<file path="src/rtl/game_buf_pkg.sv">
// Shared definitions for the game display buffer path.
// Bus widths and writer FSM state codes.
package game_buf_pkg;

  localparam int DEF_DATA_W = 8;
  localparam int DEF_ADDR_W = 5;
  localparam int DEF_DEPTH  = 1 << DEF_ADDR_W;

  typedef logic [1:0] wr_state_t;

  localparam wr_state_t ST_FILL   = 2'd0;
  localparam wr_state_t ST_COMMIT = 2'd1;
  localparam wr_state_t ST_WAIT   = 2'd2;

endpackage

</file>
<file path="src/rtl/bank_status.sv">
// Per-bank full flags, fill lengths and the read pointer.
// Also latches a sticky error on a release with nothing to release.
module bank_status
  import game_buf_pkg::*;
#(
  parameter int ADDR_W = DEF_ADDR_W
) (
  input  logic            clk,
  input  logic            resetn,
  input  logic            commit,
  input  logic            commit_bank,
  input  logic [ADDR_W:0] commit_len,
  input  logic            rd_done,
  output logic [1:0]      full,
  output logic            rd_bank,
  output logic            rd_valid,
  output logic [ADDR_W:0] rd_len,
  output logic            err
);

  logic [ADDR_W:0] len0;
  logic [ADDR_W:0] len1;

  // commit marks a bank full; rd_done releases the oldest full bank
  always_ff @(posedge clk or negedge resetn) begin
    if (!resetn) begin
      full    <= 2'b00;
      len0    <= '0;
      len1    <= '0;
      rd_bank <= 1'b0;
      err     <= 1'b0;
    end else begin
      if (commit) begin
        full[commit_bank] <= 1'b1;
        if (commit_bank) len1 <= commit_len;
        else             len0 <= commit_len;
      end
      if (rd_done) begin
        if (full[rd_bank]) begin
          full[rd_bank] <= 1'b0;
          rd_bank       <= ~rd_bank;
        end else begin
          err <= 1'b1;
        end
      end
    end
  end

  // read side view of the bank currently owed to the reader
  always_comb begin
    rd_valid = full[rd_bank];
    rd_len   = rd_bank ? len1 : len0;
  end

endmodule

</file>
<file path="src/rtl/pingpong_bank_writer.sv">
// Write-side controller for the two ping-pong display RAMs.
// Fills one bank while the reader drains the other.
module pingpong_bank_writer
  import game_buf_pkg::*;
#(
  parameter int DATA_W = DEF_DATA_W,
  parameter int ADDR_W = DEF_ADDR_W
) (
  input  logic              clk,
  input  logic              resetn,
  input  logic              in_valid,
  input  logic [DATA_W-1:0] in_data,
  output logic              in_ready,
  input  logic              flush,
  output logic              ram1_write_en,
  output logic [ADDR_W-1:0] ram1_write_address,
  output logic [DATA_W-1:0] ram1_write_data,
  output logic              ram2_write_en,
  output logic [ADDR_W-1:0] ram2_write_address,
  output logic [DATA_W-1:0] ram2_write_data,
  output logic              rd_valid,
  output logic              rd_bank,
  output logic [ADDR_W:0]   rd_len,
  input  logic              rd_done,
  output logic              err
);

  localparam logic [ADDR_W-1:0] LAST = {ADDR_W{1'b1}};

  wr_state_t         state;
  wr_state_t         state_nxt;
  logic              wr_bank;
  logic [ADDR_W-1:0] wr_addr;
  logic [ADDR_W:0]   pend_len;
  logic              accept;
  logic              commit;
  logic              release_hit;
  logic              other_free;
  logic [1:0]        full;
  logic [1:0]        wr_en;
  logic [ADDR_W-1:0] wr_addr_q;
  logic [DATA_W-1:0] wr_data_q;

  // a release on this edge of the other bank counts as free
  always_comb begin
    release_hit = rd_done & full[rd_bank];
    other_free  = ~full[~wr_bank] |
                  (release_hit & (rd_bank != wr_bank));
  end

  // state register
  always_ff @(posedge clk or negedge resetn) begin
    if (!resetn) state <= ST_FILL;
    else         state <= state_nxt;
  end

  // next-state logic
  always_comb begin
    state_nxt = state;
    unique case (state)
      ST_FILL: begin
        if (accept && (wr_addr == LAST || flush))
          state_nxt = ST_COMMIT;
        else if (!accept && flush && wr_addr != '0)
          state_nxt = ST_COMMIT;
      end
      ST_COMMIT: begin
        state_nxt = other_free ? ST_FILL : ST_WAIT;
      end
      ST_WAIT: begin
        if (!full[~wr_bank]) state_nxt = ST_FILL;
      end
      default: state_nxt = ST_FILL;
    endcase
  end

  // state-decoded controls
  always_comb begin
    in_ready = (state == ST_FILL);
    accept   = in_valid & in_ready;
    commit   = (state == ST_COMMIT);
  end

  // fill pointer, pending length and bank swap on re-entry to FILL
  always_ff @(posedge clk or negedge resetn) begin
    if (!resetn) begin
      wr_bank  <= 1'b0;
      wr_addr  <= '0;
      pend_len <= '0;
    end else begin
      if (accept) begin
        pend_len <= {1'b0, wr_addr} + (ADDR_W+1)'(1);
        wr_addr  <= wr_addr + ADDR_W'(1);
      end else if (in_ready && flush) begin
        pend_len <= {1'b0, wr_addr};
      end
      if (state != ST_FILL && state_nxt == ST_FILL) begin
        wr_bank <= ~wr_bank;
        wr_addr <= '0;
      end
    end
  end

  // registered write port, one cycle after acceptance
  always_ff @(posedge clk or negedge resetn) begin
    if (!resetn) begin
      wr_en     <= 2'b00;
      wr_addr_q <= '0;
      wr_data_q <= '0;
    end else begin
      wr_en <= {accept & wr_bank, accept & ~wr_bank};
      if (accept) begin
        wr_addr_q <= wr_addr;
        wr_data_q <= in_data;
      end
    end
  end

  // both RAMs share address/data; only the strobe selects the bank
  always_comb begin
    ram1_write_en      = wr_en[0];
    ram1_write_address = wr_addr_q;
    ram1_write_data    = wr_data_q;
    ram2_write_en      = wr_en[1];
    ram2_write_address = wr_addr_q;
    ram2_write_data    = wr_data_q;
  end

  bank_status #(
    .ADDR_W (ADDR_W)
  ) u_status (
    .clk         (clk),
    .resetn      (resetn),
    .commit      (commit),
    .commit_bank (wr_bank),
    .commit_len  (pend_len),
    .rd_done     (rd_done),
    .full        (full),
    .rd_bank     (rd_bank),
    .rd_valid    (rd_valid),
    .rd_len      (rd_len),
    .err         (err)
  );

endmodule

</file>
<file path="config.mk">
export PLATFORM = sky130hd
export DESIGN_NAME = pingpong_bank_writer
export DESIGN_NICKNAME = d
export VERILOG_FILES = /design/src/rtl/game_buf_pkg.sv /design/src/rtl/bank_status.sv /design/src/rtl/pingpong_bank_writer.sv
export SDC_FILE = /design/constraint.sdc
export NUM_CORES = 1
export LEC_CHECK = 0
export ABC_AREA = 1
export CAP_MARGIN = 20
export CORE_MARGIN = 1
export CORE_UTILIZATION = 30
export CTS_BUF_LIST = sky130_fd_sc_hd__clkbuf_2 sky130_fd_sc_hd__clkbuf_4 sky130_fd_sc_hd__clkbuf_8
export DETAILED_ROUTE_END_ITERATION = 16
export GPL_TIMING_DRIVEN = 1
export SYNTH_ARGS = -nofsm -noshare
export SYNTH_HDL_FRONTEND = slang
export SYNTH_SLANG_ARGS = --single-unit
</file>
<file path="constraint.sdc">
create_clock -name clk -period 2.1 [get_ports clk]
set_clock_uncertainty 0.2 [all_clocks]
set_input_delay 0.315 -clock clk [delete_from_list [all_inputs] [get_ports clk]]
set_output_delay 0.315 -clock clk [all_outputs]
set_load 0.01 [all_outputs]
</file>
Yosys cells after proc, flatten, opt, wreduce, memory -nomap -nowiden
Cells that the tools add are included.
Widths: inputs -> output; s select.
{ "totals": {"elab_cells": 76, "in_bits": 13, "output_inout_bits": 38, "register_bits": 45} }
{ "op_classes": {"order_cmp": 5, "add_sub_neg": 2, "bitwise": 13, "reduce_logical": 19, "muxes": 21, "n_eq_ne": 4} }
{ "op_table": {"columns": ["cell", "n"], "rows": [
  ["$mux 6", 3],
  ["$mux 2", 7],
  ["$mux 5", 2],
  ["$reduce_and 2->1", 4],
  ["$logic_and 1x1->1", 7],
  ["$add 5x1->6 const B", 1],
  ["$lt 1x2->1 const B", 3],
  ["$mux 1", 6],
  ["$pmux 2 s3", 1],
  ["$reduce_bool 2->1", 3],
  ["$add 5x1->5 const B", 1],
  ["$and 1x1->1", 5],
  ["$eq 5x5->1 const B", 1],
  ["$reduce_bool 5->1", 1],
  ["$logic_not 2->1", 2],
  ["$not 1->1", 4],
  ["$and 2x2->2", 1],
  ["$demux 1 s1", 2],
  ["$eq 2x1->1 const B", 1],
  ["$eq 2x2->1 const B", 1],
  ["$ge 1x1->1 const B", 2],
  ["$not 2->2", 1],
  ["$or 2x2->2", 1],
  ["$logic_not 1->1", 1],
  ["3 further kinds", 3]
]} }

Longest topological paths before layout
Gate-level depths: netlist of run 1.
{ "logic_depth": {"ltp_word": 11, "mapped_depth": 9, "ltp_nobuf": 8} }

By module
Synthesis of run 1 repeated with hierarchy kept, for this count alone.
{ "hier_totals": {"cells_unflattened": 245, "hier_area_um2": 2113.3} }
{ "by_module_without_submodules": {"columns": ["module", "area_each_um2", "n_inst", "cells_each", "seq_area_each_um2"], "rows": [
  ["pingpong_bank_writer", 1370.1, 1, 156, 725.7],
  ["bank_status", 743.2, 1, 89, 400.4]
]} }

Worst setup path before layout of run 1
Ideal clock, no wire load.
{ "synth_path": {"path_type": "register to register", "from": "register wr_addr[0]", "to": "register pend_len[4]", "n_path_buf": 0, "t_required_ns": 1.777, "t_arrival_ns": 1.155, "setup_ns": 0.123, "setup_slack_ns": 0.622, "path_stages_with_launch": 9, "path_cell_list": "dfrtp_1 > ha_1 > nand2_1 > nor2_1 > ha_1 > nand2_1 > o21ai_2 > nand2_1 > o21ai_1"} }
{ "synth_between": {"elab_chain_len": 2} }
{ "synth_lines": {"columns": ["item", "line_no", "rtl"], "rows": [
  ["start: declaration", "pingpong_bank_writer.sv:33", "logic [ADDR_W-1:0] wr_addr;"],
  ["start signal: assignment", "pingpong_bank_writer.sv:93", "wr_addr <= wr_addr + ADDR_W'(1);"],
  ["$add 5x1->6", "pingpong_bank_writer.sv:92", "pend_len <= {1'b0, wr_addr} + (ADDR_W+1)'(1);"],
  ["$mux 6", "pingpong_bank_writer.sv:91", "if (accept) begin"],
  ["end signal: assignment", "pingpong_bank_writer.sv:92", null],
  ["end signal: assignment", "pingpong_bank_writer.sv:95", "pend_len <= {1'b0, wr_addr};"],
  ["end: declaration", "pingpong_bank_writer.sv:34", "logic [ADDR_W:0] pend_len;"]
]} }
No other way between the ends.
A chain may end at the register's enable or synchronous reset.

Final worst setup path of run 1
{ "layout_path": {"from": "register u_status.rd_bank", "to": "output port rd_len[0]"} }
{ "layout_between": {"elab_chain_len": 1} }
{ "layout_lines": {"columns": ["item", "line_no", "rtl"], "rows": [
  ["start: declaration", "bank_status.sv:15", "output logic rd_bank,"],
  ["start signal: assignment", "bank_status.sv:41", "rd_bank <= ~rd_bank;"],
  ["$mux 6", "bank_status.sv:52", "rd_len = rd_bank ? len1 : len0;"],
  ["end: declaration", "pingpong_bank_writer.sv:23", "output logic [ADDR_W:0] rd_len,"]
]} }
No other way between the ends.

==> results.cfg, run 1 <==
[setup_path]
timing.rr.start = wr_addr[1]$_DFFE_PN0P_
crit_type = flip-flop to primary output
critical_path_arrival_ps = 1520
r2r_cells = 8
r2r_slack_ps = 500
endpoint_kind = primary output
worstPathRequired_ps = 1580
regToRegEndpoint = pend_len[4]$_DFFE_PN0P_
cp-start-kind = flip-flop
path_max_fanout = 7

[sta]
max_clock_freq_mhz = 492.4
hold_viol = 0
maxSlewViolCount = 0
rsz0062_at_grt = no
fin_setup_tns_ps = 0
finalSetupViolCount = 0
min_period_ps = 2031
fin_crit_sh_pct = 96.72
slew_headroom_pct = 58.50
tightest_slew_ps = 622.5

[floorplanning]
rows = 30
die_x_um = 87.39
die_h_um = 87.39
ios = 51
die_area_mm2 = 0.007636
initial_core_util_pct = 31.67
fp.coreArea_mm2 = 0.006907

[synthesis]
synthesis.instances = 242
syn_nets = 258
yosysSeqAreaShare_pct = 51.49
synth_area_mm2 = 0.002187
ys_top_cells_by_count = nand2_1, dfrtp_1, inv_1
yosys_warnings = 0
async_reset_ff_share_pct = 100.0
synth_area_leaders = dfrtp_1, nand2_1, o21ai_2
postSynthAreaPerCell_um2 = 9.038
synthFlopType = dfrtp_1
synth_most_common_cell = nand2_1
netlist.area_leader.share_pct = 51.49
ys_ff_latch = 45
synth_top_area_cell = dfrtp_1
synth-edff-count = 0
yosysUniqueCellTypes = 29

[routing]
drc = 0
drt-total-wl_um = 4339
ant_nets = 0
via_per_inst = 4.240
wl_per_cell_um = 11.33
first_pass_iters = 4
drt_iter0_markers = 95
vias = 1624

[global_routing]
grt_pass1_wl_um = 7238
grt_pass1_vias = 1540
grt_usage_pct = 12.32
grt-ovfl-total = 0
antenna_found_initial = 0
grt_max_degree = 25

[hold_path]
whs_endpoint = u_status.err$_DFFE_PN0P_
min_path_type = flip-flop to flip-flop
hold_path_depth = 1
min_from = u_status.err$_DFFE_PN0P_

[clocking]
clock_latency_ps = 300
h-tree-depth = 2
cts_buffers = 5
path_clk_slew_ps = 80
cts-root-buf = clkbuf_8
numClockSinks = 45
ctsLongestPathBuffers = 2
cts_tree = built

[placed_design]
dpl_cell_area_mm2 = 0.002670
gp_congestion = 0.8517
dp_hpwl_um = 3104
place_inst = 370
port_buffers = 50

[finish]
num-nets-final = 302
post_route_cells_drive_above_1_share_pct = 18.12
layoutNonFillerInstCount = 383
syn2layout_area_growth_pct = 28.78
diodes = 0
fin_area_mm2 = 0.002816

[power_and_ir_drop]
power_density_mw_per_mm2 = 1287
power.leakage_uw = 0.001411
ir_worst_vdd_uv = 532.4
p_total_uw = 3626

[run]
maxCapViolCount = 0

[status]
status = completed
[cell type report]
class,instances,area [um^2]
inverter,31,121.4
clock inverter,2,13.76
timing repair buffer,58,576.8
sequential,45,1127
fill,716,4090
multi-input combinational,145,774.5
tap,96,120.1
clock buffer,6,82.58
[layer usage]
layer | vias up | routed length, um | track usage, %
met2 | 36 | 1890 | 18.04
met1 | 755 | 2205 | 17.66
met5 | - | 0 | 0
li1 | 828 | - | -
met3 | 5 | 199 | 3.128
met4 | 0 | 43 | 4.024
[critical path, stage by stage, from the launching register on]
cell and delay [ps]:
dfrtp_2 450, buf_4 150, nand2_1 40, nand2_1 60
clkdlybuf4s50_1 520
[placed cells by master, fill, tap and decap left out, types with 6 or more instances in the layout]
cell,n
clkdlybuf4s50_1,44
o21ai_2,14
inv_1,24
clkbuf_8,6
dfrtp_1,44
nand2_1,80
o21ai_0,11
[worst max-delay path by stage]
stage                                  from                      end  slack [ps]  cells after the start
2_1_floorplan        wr_addr[0]$_DFFE_PN0P_  pend_len[4]$_DFFE_PN0P_         620                      8
3_3_place_gp   u_status.rd_bank$_DFFE_PN0P_                rd_len[3]         230                      4
3_5_place_dp   u_status.rd_bank$_DFFE_PN0P_                 rd_valid         190                      2
4_1_cts        u_status.rd_bank$_DFFE_PN0P_                rd_len[3]           4                      4
5_1_grt        u_status.rd_bank$_DFFE_PN0P_                rd_len[0]           3                      4
6_report       u_status.rd_bank$_DFFE_PN0P_                rd_len[0]          70                      4
[logic make-up after synthesis]
logic type | Yosys count | share of synthesized area (%)
AOI/OAI and AO/OA | 35 | 11.50
xor gates and xnor gates | 2 | 0.8011
adders and majority gates | 3 | 1.716
buffers and inverters | 52 | 13.10
DFF | 45 | 51.49
and+or+nand+nor | 105 | 21.40
[report_power, final]
group | internal (uW) | total (uW) | switching [uW]
registers | 1140 | 1360 | 222
logic | 826 | 1700 | 875
clock network | 267 | 565 | 298
[flip-flops by register name, indices dropped and copies added (netlist names)]
register            flops
u_status.err            1
wr_bank                 1
ram1_write_data         8
u_status.len1           6
u_status.full           2
ram1_write_address      5
u_status.len0           6
pend_len                6
wr_addr                 5
u_status.rd_bank        1
wr_en                   2
state                   2
[metrics by stage]
step / setup slack [ps] / utilization (%) / hold slack [ps]
after floorplan: 622.1 / - / -180.6
after global placement: 232.0 / 38.66 / 158.1
after detailed placement: 191.8 / 38.66 / 167.0
after CTS: 3.512 / 40.34 / 291.0
after global routing: 2.697 / 40.78 / 304.4
final: 68.97 / 40.78 / 285.6
[timing repair]
item	4_1_cts	5_1_grt
setup buffers	1	3
hold endpoints to repair	23	0
setup endpoints to repair	7	6
resized for setup	4	4
hold buffers	1	0
Power figures use the tool's default switching activity.
==> inputs of run 2 (changes only) <==
Settings changed: CORE_UTILIZATION 30 to 51, PLACE_DENSITY set to 0.81.
==> run 2 against run 1 <==
- register-to-register slack improved by 20 ps
- cell area down 1.4%
- utilization grew 28 points
- worst setup slack better by 45 ps
- critical path depth decreased by 2
- combinational power hardly changed
- global-route usage rose by 7.3 points
- clock power up 2%
- wire length down 5.0%
==> results.cfg, run 2 (same netlist as run 1, synthesis figures left out) <==
[sta]
tightest_slew_ps = 439.4
fin_crit_sh_pct = 94.57
finalSetupViolCount = 0
fin_setup_tns_ps = 0
min_period_ps = 1986
rsz0062_at_grt = no
max_clock_freq_mhz = 503.6
hold_viol = 0
maxSlewViolCount = 0
slew_headroom_pct = 70.71

[finish]
post_route_cells_drive_above_1_share_pct = 18.69
regArea_mm2 = 0.001127
num-nets-final = 304
fillers = 327
layout_common_cells = nand2_1, dfrtp_1, clkdlybuf4s50_1, inv_1, o21ai_2
diodes = 0
syn2layout_area_growth_pct = 27.00
largest_reg_flops = 8
utilization_pct = 68.46
final_common_cell = nand2_1
multiInputGateArea_um2 = 774.5

[placed_design]
port_buffers = 50
gp_congestion = 0.7427
dp_hpwl_um = 2958

[clocking]
ctsLongestPathBuffers = 2
numClockSinks = 45
cts_tree = built
cts_buffers = 5
clock_latency_ps = 300
cts-root-buf = clkbuf_8
h-tree-depth = 2
path_clk_slew_ps = 80

[global_routing]
grt_pass1_wl_um = 6637
antenna_found_initial = 0
grt_usage_pct = 19.65
grt-ovfl-total = 0
grt_pass1_vias = 1503
grt_max_degree = 22

[routing]
ant_nets = 0
via_per_inst = 4.870
drt-total-wl_um = 4124
vias = 1651
drt_iter0_markers = 46
first_pass_iters = 4
drc = 0
wl_per_cell_um = 12.17

[hold_path]
min_path_type = input pin to asynchronous set/reset pin

[power_and_ir_drop]
power_density_mw_per_mm2 = 1320
p_total_uw = 3666
ir_worst_vdd_uv = 622.0
power.leakage_uw = 0.001453

[run]
maxCapViolCount = 0

[floorplanning]
ios = 51
die_area_mm2 = 0.004554
rows = 23
die_h_um = 67.49
die_x_um = 67.49
initial_core_util_pct = 53.90
fp.coreArea_mm2 = 0.004058

[setup_path]
endpoint_kind = primary output
crit_type = flip-flop to primary output
critical_path_arrival_ps = 1470
worstPathRequired_ps = 1580
cp-start-kind = flip-flop
path_max_fanout = 4

[status]
status = completed
## run 2: changes by cell type in the layout (fill, tap and decap cells not counted)
| cell | before | now |
|---|---|---|
| clkinv_4 | 1 | 0 |
| clkbuf_2 | 1 | 0 |
| clkbuf_8 | 6 | 7 |
| buf_12 | 1 | 0 |
| clkdlybuf4s50_1 | 44 | 42 |
| buf_4 | 5 | 8 |
| dlymetal6s2s_1 | 4 | 6 |
| buf_6 | 0 | 1 |
## run 2: layer usage
layer | GRT usage (%) | vias up | part of all wire (%)
met1 | 24.23 | 787 | 45
li1 | - | 833 | -
met4 | 7.181 | 0 | 1.5
met3 | 5.236 | 5 | 3.6
met5 | 0 | - | 0
met2 | 32.80 | 26 | 49
## run 2: worst max-delay path, cell delays in order (launching register included)
cell	delay, ps
dfrtp_1	420
nor2_4	180
clkdlybuf4s50_1	580
## run 2: repair_timing
| item | CTS | global route |
|---|---|---|
| buffers inserted | 1 | 4 |
| hold buffers | 1 | 0 |
| endpoints found under the hold margin | 19 | 0 |
| resized for setup | 4 | 9 |
| endpoints found under the setup margin | 7 | 6 |
## run 2: metrics by stage
step	cell area [um^2]	std cells	hold slack, ps	setup slack (ps)
final	2778	339	283.9	114.1
after global routing	2778	339	320.1	33.56
after CTS	2729	335	288.1	6.306
after detailed placement	2608	325	87.33	190.4
after global placement	2608	325	84.45	227.6
after floorplan	2187	242	-180.6	622.1
## run 2: final timing paths
path	start	end	slack, ps	depth (start not counted)
setup / recovery	state[0]$_DFF_PN0_	in_ready	110	2
hold / removal	resetn	ram1_write_data[1]$_DFFE_PN0P_	280	2
setup reg to reg	state[0]$_DFF_PN0_	pend_len[1]$_DFFE_PN0P_	520	7
hold reg to reg	u_status.len1[5]$_DFFE_PN0P_	u_status.len1[5]$_DFFE_PN0P_	280	2
max in group asynchronous	resetn	pend_len[1]$_DFFE_PN0P_	860	3
min in group clk	u_status.len1[5]$_DFFE_PN0P_	u_status.len1[5]$_DFFE_PN0P_	280	2
## run 2: final cells by class
type / count / share of cell area, %
Clock buffer: 7 / 3.468
Clock inverter: 1 / 0.1802
Inverter: 31 / 4.369
Multi-Input combinational cell: 145 / 27.88
Sequential cell: 45 / 40.59
Tap cell: 50 / 2.252
Timing Repair Buffer: 60 / 21.26
## run 2: power breakdown
part | internal (uW) | leakage (uW) | switching (uW)
sequential | 1140 | 0.000587 | 218
combinational | 845 | 0.000812 | 888
clock | 297 | 0.0000542 | 279
==> inputs of run 3 (changes only) <==
--- a/config.mk
+++ b/config.mk
@@ -14,4 +14,5 @@
 export GPL_TIMING_DRIVEN = 1
 export PLACE_DENSITY = 0.81
+export SKIP_LAST_GASP = 1
 export SYNTH_ARGS = -nofsm -noshare
 export SYNTH_HDL_FRONTEND = slang
==> constraint.sdc (replaced) <==
create_clock -name clk -period 2.1 [get_ports clk]
set_clock_uncertainty 0.2 [all_clocks]
set_input_delay 0.42 -clock clk [delete_from_list [all_inputs] [get_ports clk]]
set_output_delay 0.42 -clock clk [all_outputs]
set_load 0.01 [all_outputs]
==> run 3 against run 2 <==
- final cell count fell by 0.88%
- utilization fell by 1.4 points
- sequential cell count did not move
- largest power group unchanged
==> results.cfg, run 3 (same netlist as run 1, synthesis figures left out) <==
[sta]
maxSlewViolCount = 0
hold_viol = 0
finalSetupViolCount = 0
whs_ps = 2.007
fin_setup_tns_ps = 0
slew_headroom_pct = 62.72
fin_crit_sh_pct = 95.76
rsz0062_at_grt = no
max_clock_freq_mhz = 497.3
tightest_slew_ps = 559.2
min_period_ps = 2011

[global_routing]
grt_max_degree = 46
grt_pass1_vias = 1555
grt_pass1_wl_um = 6748
grt_usage_pct = 20.07
grt-ovfl-total = 0
antenna_found_initial = 0

[routing]
first_pass_iters = 6
ant_nets = 0
drt-total-wl_um = 3988
wl_per_cell_um = 11.87
vias = 1615
drc = 0
via_per_inst = 4.807
drt_iter0_markers = 100

[placed_design]
port_buffers = 50
dpl_cell_area_mm2 = 0.002608
dp_hpwl_um = 2848
gp_congestion = 0.8199

[finish]
largest_reg_flops = 8
utilization_pct = 67.07
fin_area_mm2 = 0.002721
final_common_cell = nand2_1
post_route_cells_drive_above_1_share_pct = 18.18
syn2layout_area_growth_pct = 24.43
layout_common_cells = nand2_1, dfrtp_1, clkdlybuf4s50_1, inv_1, o21ai_2
diodes = 0
num-nets-final = 302

[clocking]
cts_buffers = 5
ctsHoldBuffers = 0
cts_tree = built
ctsLongestPathBuffers = 2
clock_latency_ps = 290
numClockSinks = 45
h-tree-depth = 2
path_clk_slew_ps = 80
cts-root-buf = clkbuf_8

[power_and_ir_drop]
ir_worst_vdd_uv = 704.1
power_density_mw_per_mm2 = 1313
power.leakage_uw = 0.001363
p_total_uw = 3573

[hold_path]
min_path_type = input pin to asynchronous set/reset pin

[setup_path]
path_max_fanout = 5
crit_type = flip-flop to primary output
critical_path_arrival_ps = 1390
worstPathRequired_ps = 1480
endpoint_kind = primary output
cp-start-kind = flip-flop

[floorplanning]
ios = 51
rows = 23
fp.coreArea_mm2 = 0.004058
die_area_mm2 = 0.004554
die_x_um = 67.49
die_h_um = 67.49
initial_core_util_pct = 53.90

[status]
status = completed

[run]
maxCapViolCount = 0
-- run 3: what timing repair did --
action / in CTS / in global routing
buffers inserted: 4 / 0
endpoints found under the setup margin: 9 / 0
gates resized for setup: 11 / 0
-- run 3: through the flow --
step                      setup WS, ps  cells
final                            89.13    336
after global routing             29.25    336
after CTS                        85.90    336
after detailed placement         73.17    325
after global placement           110.7    325
after floorplan                  550.9    242
-- run 3: routing by layer --
layer	part of all wire [%]	GRT usage [%]	vias to the layer above
li1	-	-	818
met5	0	0	-
met2	51	34.41	27
met4	1.3	7.181	0
met1	45	24.62	764
met3	3.5	4.392	6
-- run 3: worst max-delay path, cell delays in order, from the launching register on --
cell and delay (ps):
dfrtp_2 440, buf_4 140, clkdlybuf4s50_1 520
-- run 3: worst paths after layout --
kind	from	endpoint	slack, ps	cells after the start
worst max-delay path	u_status.rd_bank$_DFFE_PN0P_	rd_bank	90	2
worst min-delay path	resetn	ram1_write_data[1]$_DFFE_PN0P_	2	2
worst max register to register	wr_addr[0]$_DFFE_PN0P_	pend_len[4]$_DFFE_PN0P_	540	8
worst min register to register	u_status.err$_DFFE_PN0P_	u_status.err$_DFFE_PN0P_	280	1
max in group asynchronous	resetn	u_status.rd_bank$_DFFE_PN0P_	1290	2
min in group clk	u_status.err$_DFFE_PN0P_	u_status.err$_DFFE_PN0P_	280	1
-- run 3: where the power goes --
group | switching [uW] | internal [uW]
clock network | 269 | 274
registers | 212 | 1140
logic | 877 | 803
-- run 3: layout make-up --
type                            count  area, um^2
Clock buffer                        7       90.09
Sequential cell                    45        1127
Multi-Input combinational cell    145       774.5
Timing Repair Buffer               58       545.5
Fill cell                         351        1336
Inverter                           31       121.4
Tap cell                           50       62.56
